$ cat src/rtl/p_encoder_8_pkg.sv
// Shared constants and priority-index helper for the 8:3 priority encoder.
// The helper returns the index of the highest set bit (0 when none are set).
// Callers must qualify the index with a separate valid flag.
package p_encoder_8_pkg;

  localparam int IN_W  = 8;
  localparam int OUT_W = 3;

  // Scan upward so the highest set bit is the last one to overwrite idx.
  function automatic logic [OUT_W-1:0] prio_idx(input logic [IN_W-1:0] vec);
    logic [OUT_W-1:0] idx;
    idx = '0;
    for (int i = 0; i < IN_W; i++) begin
      if (vec[i]) idx = OUT_W'(i);
    end
    return idx;
  endfunction

endpackage

$ cat src/rtl/p_encoder_8_core.sv
// Purpose: pure combinational 8:3 priority encoder. Bit 7 has the highest priority.
// Latency: zero; the outputs settle in the same timestep as in_i.
// Backpressure: none; this block has no handshake and no state.
// Ports: in_i request vector; out_o winning index; valid_o set when in_i != 0;
//        onehot_o winning-bit mask (only with P_ENCODER_8_ONEHOT_EN defined).
module p_encoder_8_core
  import p_encoder_8_pkg::*;
(
  input  logic [IN_W-1:0]  in_i,
  output logic [OUT_W-1:0] out_o,
  output logic             valid_o
`ifdef P_ENCODER_8_ONEHOT_EN
  ,
  output logic [IN_W-1:0]  onehot_o
`endif
);

  always_comb begin
    out_o   = prio_idx(in_i);
    valid_o = |in_i;
  end

`ifdef P_ENCODER_8_ONEHOT_EN
  // The index is 0 for both "bit 0 wins" and "nothing set", so the mask
  // is gated by valid to keep the empty case all-zero.
  always_comb begin
    onehot_o = '0;
    if (valid_o) onehot_o = IN_W'(1) << out_o;
  end
`endif

endmodule

$ cat src/rtl/p_encoder_8.sv
// Purpose: 8:3 priority encoder with combinational and registered result copies.
// Latency: out/valid are combinational; out_q/valid_q arrive 1 clk later.
// Backpressure: none; the registers load on every rising clk edge.
// Ports: clk, rst_n (async active-low, clears registered outputs only);
//        in request vector; out/valid combinational; out_q/valid_q registered.
// Optional: P_ENCODER_8_ONEHOT_EN adds out_onehot and out_onehot_q.
module p_encoder_8 #(
  parameter int IN_W  = p_encoder_8_pkg::IN_W,
  parameter int OUT_W = p_encoder_8_pkg::OUT_W
) (
  input  logic             clk,
  input  logic             rst_n,
  input  logic [IN_W-1:0]  in,
  output logic [OUT_W-1:0] out,
  output logic             valid,
  output logic [OUT_W-1:0] out_q,
  output logic             valid_q
`ifdef P_ENCODER_8_ONEHOT_EN
  ,
  output logic [IN_W-1:0]  out_onehot,
  output logic [IN_W-1:0]  out_onehot_q
`endif
);

  // The core is hard-wired for 8 inputs; refuse any other configuration.
  if (IN_W != 8) begin : g_bad_in_w
    $error("p_encoder_8: IN_W must be 8");
  end
  if (OUT_W != 3) begin : g_bad_out_w
    $error("p_encoder_8: OUT_W must be 3");
  end

  p_encoder_8_core u_core (
    .in_i     (in),
    .out_o    (out),
    .valid_o  (valid)
`ifdef P_ENCODER_8_ONEHOT_EN
    ,
    .onehot_o (out_onehot)
`endif
  );

  always_ff @(posedge clk or negedge rst_n) begin
    if (!rst_n) begin
      out_q   <= '0;
      valid_q <= 1'b0;
    end else begin
      out_q   <= out;
      valid_q <= valid;
    end
  end

`ifdef P_ENCODER_8_ONEHOT_EN
  always_ff @(posedge clk or negedge rst_n) begin
    if (!rst_n) begin
      out_onehot_q <= '0;
    end else begin
      out_onehot_q <= out_onehot;
    end
  end
`endif

endmodule

$ cat config.mk
export PLATFORM = sky130hd
export DESIGN_NAME = p_encoder_8
export DESIGN_NICKNAME = d
export VERILOG_FILES = /design/src/rtl/p_encoder_8_pkg.sv /design/src/rtl/p_encoder_8_core.sv /design/src/rtl/p_encoder_8.sv
export SDC_FILE = /design/constraint.sdc
export NUM_CORES = 1
export LEC_CHECK = 0
export ABC_AREA = 1
export BUFFER_PORTS_ARGS = -buffer_cell sky130_fd_sc_hd__buf_2
export CAP_MARGIN = 10
export CORE_AREA = 2 2 39 41
export DETAILED_ROUTE_END_ITERATION = 12
export DIE_AREA = 0 0 41 43
export GPL_TIMING_DRIVEN = 1
export HOLD_SLACK_MARGIN = 0.12
export PLACE_DENSITY_LB_ADDON = 0.08
export SKIP_LAST_GASP = 1
export SLEW_MARGIN = 30
export SYNTH_ARGS = -nofsm -noshare
export SYNTH_HDL_FRONTEND = slang
export SYNTH_SLANG_ARGS = --single-unit
$ cat constraint.sdc
create_clock -name clk -period 0.8 [get_ports clk]
set_clock_uncertainty 0.05 [all_clocks]
set_input_delay 0.12 -clock clk [delete_from_list [all_inputs] [get_ports clk]]
set_output_delay 0.12 -clock clk [all_outputs]
set_load 0.005 [all_outputs]
==> results.py, run 1 <==
metrics = {
    "status": {
        "run_status": "complete, but fails checks",
        "failing_checks": "setup timing",
    },
    "routing": {
        "top_layer_used": "met3",
        "met3RoutedLength_microns": 37,
        "routed_wirelength_microns": 467,
        "wl_per_instance_microns": 7.30,
        "detailedRoute.firstIterationViolations": 0,
        "post_drt_via_cell_ratio": 3.44,
        "detail_route.wirelength.met1_microns": 158,
        "first_pass_iters": 1,
        "drt_drc_violations_left": 0,
        "ant_nets": 0,
        "vias": 220,
        "met2_length_microns": 271,
    },
    "clock_network": {
        "clock_transition_time_at_the_flip_flop_clock_pins_of_the_worst_setup_and_hold_paths_ns": 0.03,
        "numClockSinks": 4,
        "cts_made_buffers": 3,
        "cts_root_buf": "sky130_fd_sc_hd__clkbuf_4",
        "clock_tree_from_tritoncts": "done",
        "cts_buffer_depth": 2,
        "number_of_h_tree_branching_levels": 1,
    },
    "flow_run": {
        "maxcap_violations": 0,
    },
    "sta": {
        "worst_slew_margin_rel_pct": 92.0,
        "final_critical_path_setup_slack_ns": -0.0667,
        "finalCriticalPeriod_ns": 0.867,
        "finalHoldViolCount": 0,
        "finalSetupViolations": 6,
        "timing_worst_slew_pin_value_ns": 0.119,
        "hold_ws_ns": 0.0987,
        "rsz0062_at_grt": "yes",
        "final_worst_path_cycle_share_pct": 108,
        "fmaxAchievable_mhz": 1150,
        "slew_viol_final": 0,
        "final.setup.tns_ns": -0.342,
    },
    "hold_path": {
        "timing.hold.worst.class": "primary input to flip-flop",
        "hold_path_cells": 3,
        "hold_start": "in[5]",
        "worstHoldEndpoint": "out_q[2]$_DFF_PN0_",
    },
    "pwr": {
        "cell_internal_power_dissipation_mw": 0.427,
        "proportion_of_total_power_due_to_net_switching_pct": 21.7,
        "pwr_density_cell_nw_per_um2": 1490,
        "p_leak_nw": 0.190,
        "netSwitchingPower_mw": 0.118,
        "peakVddDrop_uv": 356,
        "combinationalPowerShare_pct": 17.5,
        "seqPwrFrac_pct": 39.0,
        "clkPwrFrac_pct": 43.5,
    },
    "final_layout": {
        "post_route_cells_drive_above_1_share_pct": 56.3,
        "synthToLayoutAreaGrowth_pct": 106,
        "finalNonFillerCells": 64,
        "nets": 60,
        "insertedDiodeCount": 0,
        "fillers": 163,
    },
    "critical_path": {
        "timing.critical_path.max_delay_family": "flip-flops",
        "start_kind": "flip-flop",
        "worstPathBufferInverterCount": 1,
        "critPathKind": "flip-flop to output port",
        "path_cells": "buf_2",
        "critPathMaxFanout": 1,
        "critPathRequiredTime_ns": 0.63,
        "worst_path_largest_cell_delay_ns": 0.35,
        "setup.worst_path.end_class": "output port",
        "worstSetupPathDepth": 1,
        "timing.critical_path.slowest_stage_cell": "sky130_fd_sc_hd__dfrtp_1",
        "critical_path_arrival_ns": 0.70,
    },
    "logic_synthesis": {
        "synth-compound-area-share_pct": 0,
        "synth_adder_area_share_pct": 0,
        "synth_seq_area_share_pct": 56.3,
        "post_synth_mux_area_share_pct": 0,
        "synth_simple_gate_area_share_pct": 31.0,
        "synthesis.nets": 34,
        "synth-warning-count": 0,
        "synth_cells": 24,
        "synth_area_sq_um": 178,
        "combinational_family_with_the_most_area_after_synthesis": "simple AND/OR/NAND/NOR gates",
        "synth_xor_area_share_pct": 0,
        "ys_ff_latch": 4,
        "syn_area_per_cell_sq_um": 7.40,
        "ys_types": 6,
    },
    "grt": {
        "grt_usage_pct": 6.53,
        "grt_pass1_wl_microns": 738,
        "vias_in_the_first_global_route": 215,
        "antenna_found_initial": 0,
        "overflow": 0,
        "maximum_number_of_pins_on_one_net_before_global_route_repair": 5,
    },
    "die": {
        "die_area_sq_um": 1760,
        "ioPinCount": 18,
        "initial_utilization_pct": 12.8,
        "chipWidth_microns": 41,
        "rows": 14,
        "die_h_microns": 43,
        "coreArea_sq_um": 1380,
    },
    "placed_design": {
        "io_buffers": 17,
        "place_congestion": 0.648,
        "worst_setup_slack_after_placement_ns": -0.116,
        "dpl.cell_count": 58,
    },
}
-- state kept, by name (all words and copies together), names as in the netlist --
register	count
valid_q	1
out_q	3
-- synth_stat cells --
cell,n,area (sq um)
sky130_fd_sc_hd__dfrtp_1,4,100
sky130_fd_sc_hd__nor2_1,2,7.51
sky130_fd_sc_hd__nand3_1,1,5.00
sky130_fd_sc_hd__nand2_1,10,37.5
sky130_fd_sc_hd__nor3_1,1,5.00
sky130_fd_sc_hd__inv_1,6,22.5
-- worst max-delay path by stage --
stage | start | endpoint | slack, ns
after CTS | out_q[1]$_DFF_PN0_ | out_q[1] | -0.08
after floorplan | in[3] | valid_q$_DFF_PN0_ | 0.15
after detailed placement | in[3] | valid | -0.12
after global placement | in[3] | valid | -0.08
after global routing | in[1] | out[0] | -0.12
final | out_q[1]$_DFF_PN0_ | out_q[1] | -0.07
-- metal layers --
metal / GRT usage [%] / vias up
li1: - / 116
met1: 5.79 / 95
met2: 10.0 / 9
met3: 0 / 0
met4: 10.0 / 0
met5: 0 / -
-- kinds of logic (layout without fill, tap and decap cells) --
family                 after synthesis  count (layout)
AND/OR/NAND/NOR                     14              14
buffers and inverters                6              30
flip-flops                           4               4
-- placed cells by master, fill, tap and decap left out, drive strengths merged --
master | Yosys | final
dlygate4sd3 | 0 | 1
dfrtp | 4 | 4
nor3 | 1 | 1
nor2 | 2 | 2
nand3 | 1 | 1
buf | 0 | 20
inv | 6 | 6
nand2 | 10 | 10
clkbuf | 0 | 3
-- power groups by stage --
stage | clock network (mW) | registers [mW] | logic [mW]
after detailed placement | 0 | 0.215 | 0.0770
after CTS | 0.253 | 0.213 | 0.0925
after global routing | 0.258 | 0.213 | 0.108
after global placement | 0 | 0.215 | 0.0761
after floorplan | 0 | 0.217 | 0.0260
final | 0.237 | 0.213 | 0.0954
-- metrics by stage --
| stage | power (mW) | utilization [%] | area [sq um] |
|---|---|---|---|
| after detailed placement | 0.292 | 21.0 | 290 |
| after global placement | 0.291 | 21.0 | 290 |
| after CTS | 0.558 | 25.9 | 359 |
| after floorplan | 0.243 | - | 178 |
| after global routing | 0.579 | 26.5 | 367 |
| final | 0.545 | 26.5 | 367 |
-- repair_timing --
action / 4_1_cts / 5_1_grt
gates cloned: 0 / 0
endpoints found under the hold margin: 6 / 0
pin swaps: 4 / 3
endpoints found under the setup margin: 8 / 8
hold buffers: 1 / 0
gates resized for setup: 6 / 2
buffers inserted: 2 / 0
-- area by class of cell --
| cell class | instances | area (sq um) | share of cell area (%) |
|---|---|---|---|
| inverter | 6 | 25.0 | 6.83 |
| tap | 16 | 20.0 | 5.46 |
| multi-input combinational | 14 | 75.1 | 20.5 |
| clock buffer | 3 | 22.5 | 6.14 |
| sequential | 4 | 100 | 27.3 |
| timing repair buffer | 21 | 124 | 33.8 |
Note: power is estimated with default switching activity, not from simulation.
==> inputs of run 2 (changes only) <==
Settings changed: ABC_CLOCK_PERIOD_IN_PS set to 800, SYNTH_HIERARCHICAL set to 1.
==> run 2 against run 1 <==
  * The run still ends with setup timing left
  * Non-clock buffer count unchanged
  * Fmax up 0.63%
  * Count of clock-buffer cells in the layout unchanged
  * Synthesized cell count unchanged
  * Global-route usage up 0.50 points
  * Combinational power up 10%
==> results.py, run 2 <==
metrics = {
    "sta": {
        "timing_worst_slew_pin_value_ns": 0.158,
        "finalCriticalPeriod_ns": 0.861,
        "finalHoldViolCount": 0,
        "final_worst_path_cycle_share_pct": 108,
        "worst_slew_margin_rel_pct": 89.5,
        "fmaxAchievable_mhz": 1160,
        "slew_viol_final": 0,
        "final_critical_path_setup_slack_ns": -0.0612,
        "rsz0062_at_grt": "yes",
        "finalSetupViolations": 7,
    },
    "routing": {
        "post_drt_via_cell_ratio": 3.48,
        "vias": 223,
        "detailedRoute.firstIterationViolations": 1,
        "drt_drc_violations_left": 0,
        "routed_wirelength_microns": 471,
        "first_pass_iters": 2,
        "ant_nets": 0,
        "wl_per_instance_microns": 7.36,
    },
    "status": {
        "run_status": "complete, but fails checks",
        "failing_checks": "setup timing",
    },
    "final_layout": {
        "seqCellArea_sq_um": 100,
        "mostFrequentLayoutCell": "sky130_fd_sc_hd__buf_2",
        "largest_register_ffs": 3,
        "nets": 60,
        "fillers": 157,
        "insertedDiodeCount": 0,
        "largest-register": "out_q",
        "multi_input_comb_area_sq_um": 75.1,
        "finalNonFillerCells": 64,
        "largest_regs": "out_q (3), valid_q (1)",
        "synthToLayoutAreaGrowth_pct": 112,
        "post_route_cells_drive_above_1_share_pct": 66.7,
        "commonest_cells_after_routing_fill_and_taps_aside": "sky130_fd_sc_hd__buf_2 (15), sky130_fd_sc_hd__nand2_1 (6), sky130_fd_sc_hd__dfrtp_1 (4), sky130_fd_sc_hd__nand2_2 (4), sky130_fd_sc_hd__inv_1 (4)",
        "layout.core_utilization_pct": 27.2,
    },
    "hold_path": {
        "worstHoldEndpoint": "out_q[2]$_DFF_PN0_",
        "timing.hold.worst.class": "primary input to flip-flop",
        "hold_start": "in[5]",
        "hold_path_cells": 3,
    },
    "logic_synthesis": {
        "yosys.area.top_type_share_pct": 56.3,
        "synth_area_sq_um": 178,
        "primary_flip_flop_cell_chosen_by_synthesis_mapping": "sky130_fd_sc_hd__dfrtp_1",
        "synth_enable_flop_cells": 0,
        "synth.cells.most_frequent": "sky130_fd_sc_hd__nand2_1 (10), sky130_fd_sc_hd__inv_1 (6), sky130_fd_sc_hd__dfrtp_1 (4)",
        "post-synth-top-count-cell": "sky130_fd_sc_hd__nand2_1",
        "synth_top_cell_by_area": "sky130_fd_sc_hd__dfrtp_1",
        "ys_ff_latch": 4,
        "synth_seq_area_share_pct": 56.3,
        "synth.top_cells.by_area": "sky130_fd_sc_hd__dfrtp_1 (56%), sky130_fd_sc_hd__nand2_1 (21%), sky130_fd_sc_hd__inv_1 (13%), sky130_fd_sc_hd__nor2_1 (4.2%), sky130_fd_sc_hd__nand3_1 (2.8%)",
        "syn_area_per_cell_sq_um": 7.40,
        "synth_cells": 24,
        "async_reset_ff_share_pct": 100,
        "synthesis.nets": 34,
        "synth-warning-count": 6,
        "ys_types": 6,
    },
    "die": {
        "chipWidth_microns": 41,
        "die_area_sq_um": 1760,
        "ioPinCount": 18,
        "coreArea_sq_um": 1380,
        "initial_utilization_pct": 12.8,
        "rows": 14,
        "die_h_microns": 43,
    },
    "critical_path": {
        "setup.worst_path.end_class": "output port",
        "critPathRequiredTime_ns": 0.63,
        "critPathKind": "flip-flop to output port",
        "worstPathBufferInverterCount": 1,
        "worstSetupPathDepth": 1,
        "worst_path_largest_cell_delay_ns": 0.34,
        "path_cells": "buf_2",
        "timing.critical_path.slowest_stage_cell": "sky130_fd_sc_hd__dfrtp_1",
        "critPathMaxFanout": 1,
        "timing.critical_path.max_delay_family": "flip-flops",
        "start_kind": "flip-flop",
        "critical_path_arrival_ns": 0.69,
    },
    "pwr": {
        "p_leak_nw": 0.193,
        "power.total_mw": 0.557,
        "pwr_density_cell_nw_per_um2": 1480,
        "peakVddDrop_uv": 369,
    },
    "placed_design": {
        "io_buffers": 17,
        "worst_setup_slack_after_placement_ns": -0.0938,
        "dpl.cell_count": 58,
        "place_congestion": 0.629,
        "hpwlAfterDp_microns": 388,
    },
    "grt": {
        "maximum_number_of_pins_on_one_net_before_global_route_repair": 5,
        "vias_in_the_first_global_route": 229,
        "grt_usage_pct": 7.03,
        "antenna_found_initial": 0,
        "overflow": 0,
        "grt_pass1_wl_microns": 772,
    },
    "clock_network": {
        "cts_made_buffers": 3,
        "number_of_h_tree_branching_levels": 1,
        "cts_root_buf": "sky130_fd_sc_hd__clkbuf_4",
        "numClockSinks": 4,
        "ctsHoldBuffers": 1,
        "clock_tree_from_tritoncts": "done",
        "clock_transition_time_at_the_flip_flop_clock_pins_of_the_worst_setup_and_hold_paths_ns": 0.04,
        "cts_buffer_depth": 2,
    },
    "flow_run": {
        "maxcap_violations": 0,
    },
}
run 2: logic make-up after synthesis:
| kind of cell | share of synthesized area, % |
|---|---|
| AND/OR/NAND/NOR | 31.0 |
| buffers and inverters | 12.7 |
| flip-flops | 56.3 |
run 2: repair_timing:
action / in CTS / in global routing
setup buffers: 2 / 0
pin swaps: 2 / 1
endpoints found under the setup margin: 8 / 8
resized for setup: 11 / 2
hold endpoints to repair: 6 / 2
run 2: report_power, final:
group / leakage [nW] / switching, mW / internal, mW
Sequential: 0.0387 / 0.00120 / 0.211
Combinational: 0.140 / 0.0477 / 0.0568
Clock: 0.0138 / 0.0728 / 0.167
Total: 0.193 / 0.122 / 0.435
run 2: worst max path at each step:
stage | start | slack [ns] | end
final | out_q[0]$_DFF_PN0_ | -0.06 | out_q[0]
after global routing | in[1] | -0.11 | out[0]
after detailed placement | in[3] | -0.09 | valid
after floorplan | in[3] | 0.15 | valid_q$_DFF_PN0_
after global placement | in[3] | -0.1 | valid
after CTS | out_q[0]$_DFF_PN0_ | -0.08 | out_q[0]
run 2: final cells by class:
class | instances | share of cell area (%)
Timing Repair Buffer | 21 | 35.5
Sequential cell | 4 | 26.6
Multi-Input combinational cell | 14 | 19.9
Inverter | 6 | 6.64
Clock buffer | 3 | 5.98
Tap cell | 16 | 5.32
run 2: metrics by stage:
| step | setup TNS (ns) | hold WS, ns | area [sq um] |
|---|---|---|---|
| 6_report | -0.333 | 0.0834 | 377 |
| 5_1_grt | -0.622 | 0.103 | 377 |
| 4_1_cts | -0.430 | 0.0789 | 372 |
| 3_5_place_dp | -0.248 | -0.124 | 290 |
| 3_3_place_gp | -0.219 | -0.124 | 290 |
| 2_1_floorplan | 0 | -0.226 | 178 |
run 2: per-layer routing:
| layer | GRT usage [%] | vias to the layer above | wire length [microns] |
|---|---|---|---|
| li1 | - | 117 | - |
| met1 | 4.82 | 97 | 144 |
| met2 | 11.3 | 9 | 278 |
| met3 | 0.524 | 0 | 48 |
| met4 | 12.0 | 0 | 0 |
| met5 | 0 | - | 0 |
run 2: worst min-delay path, stage by stage:
cell,delay [ns]
sky130_fd_sc_hd__buf_2,0.09
sky130_fd_sc_hd__nor2_2,0.05
sky130_fd_sc_hd__nand2_1,0.06
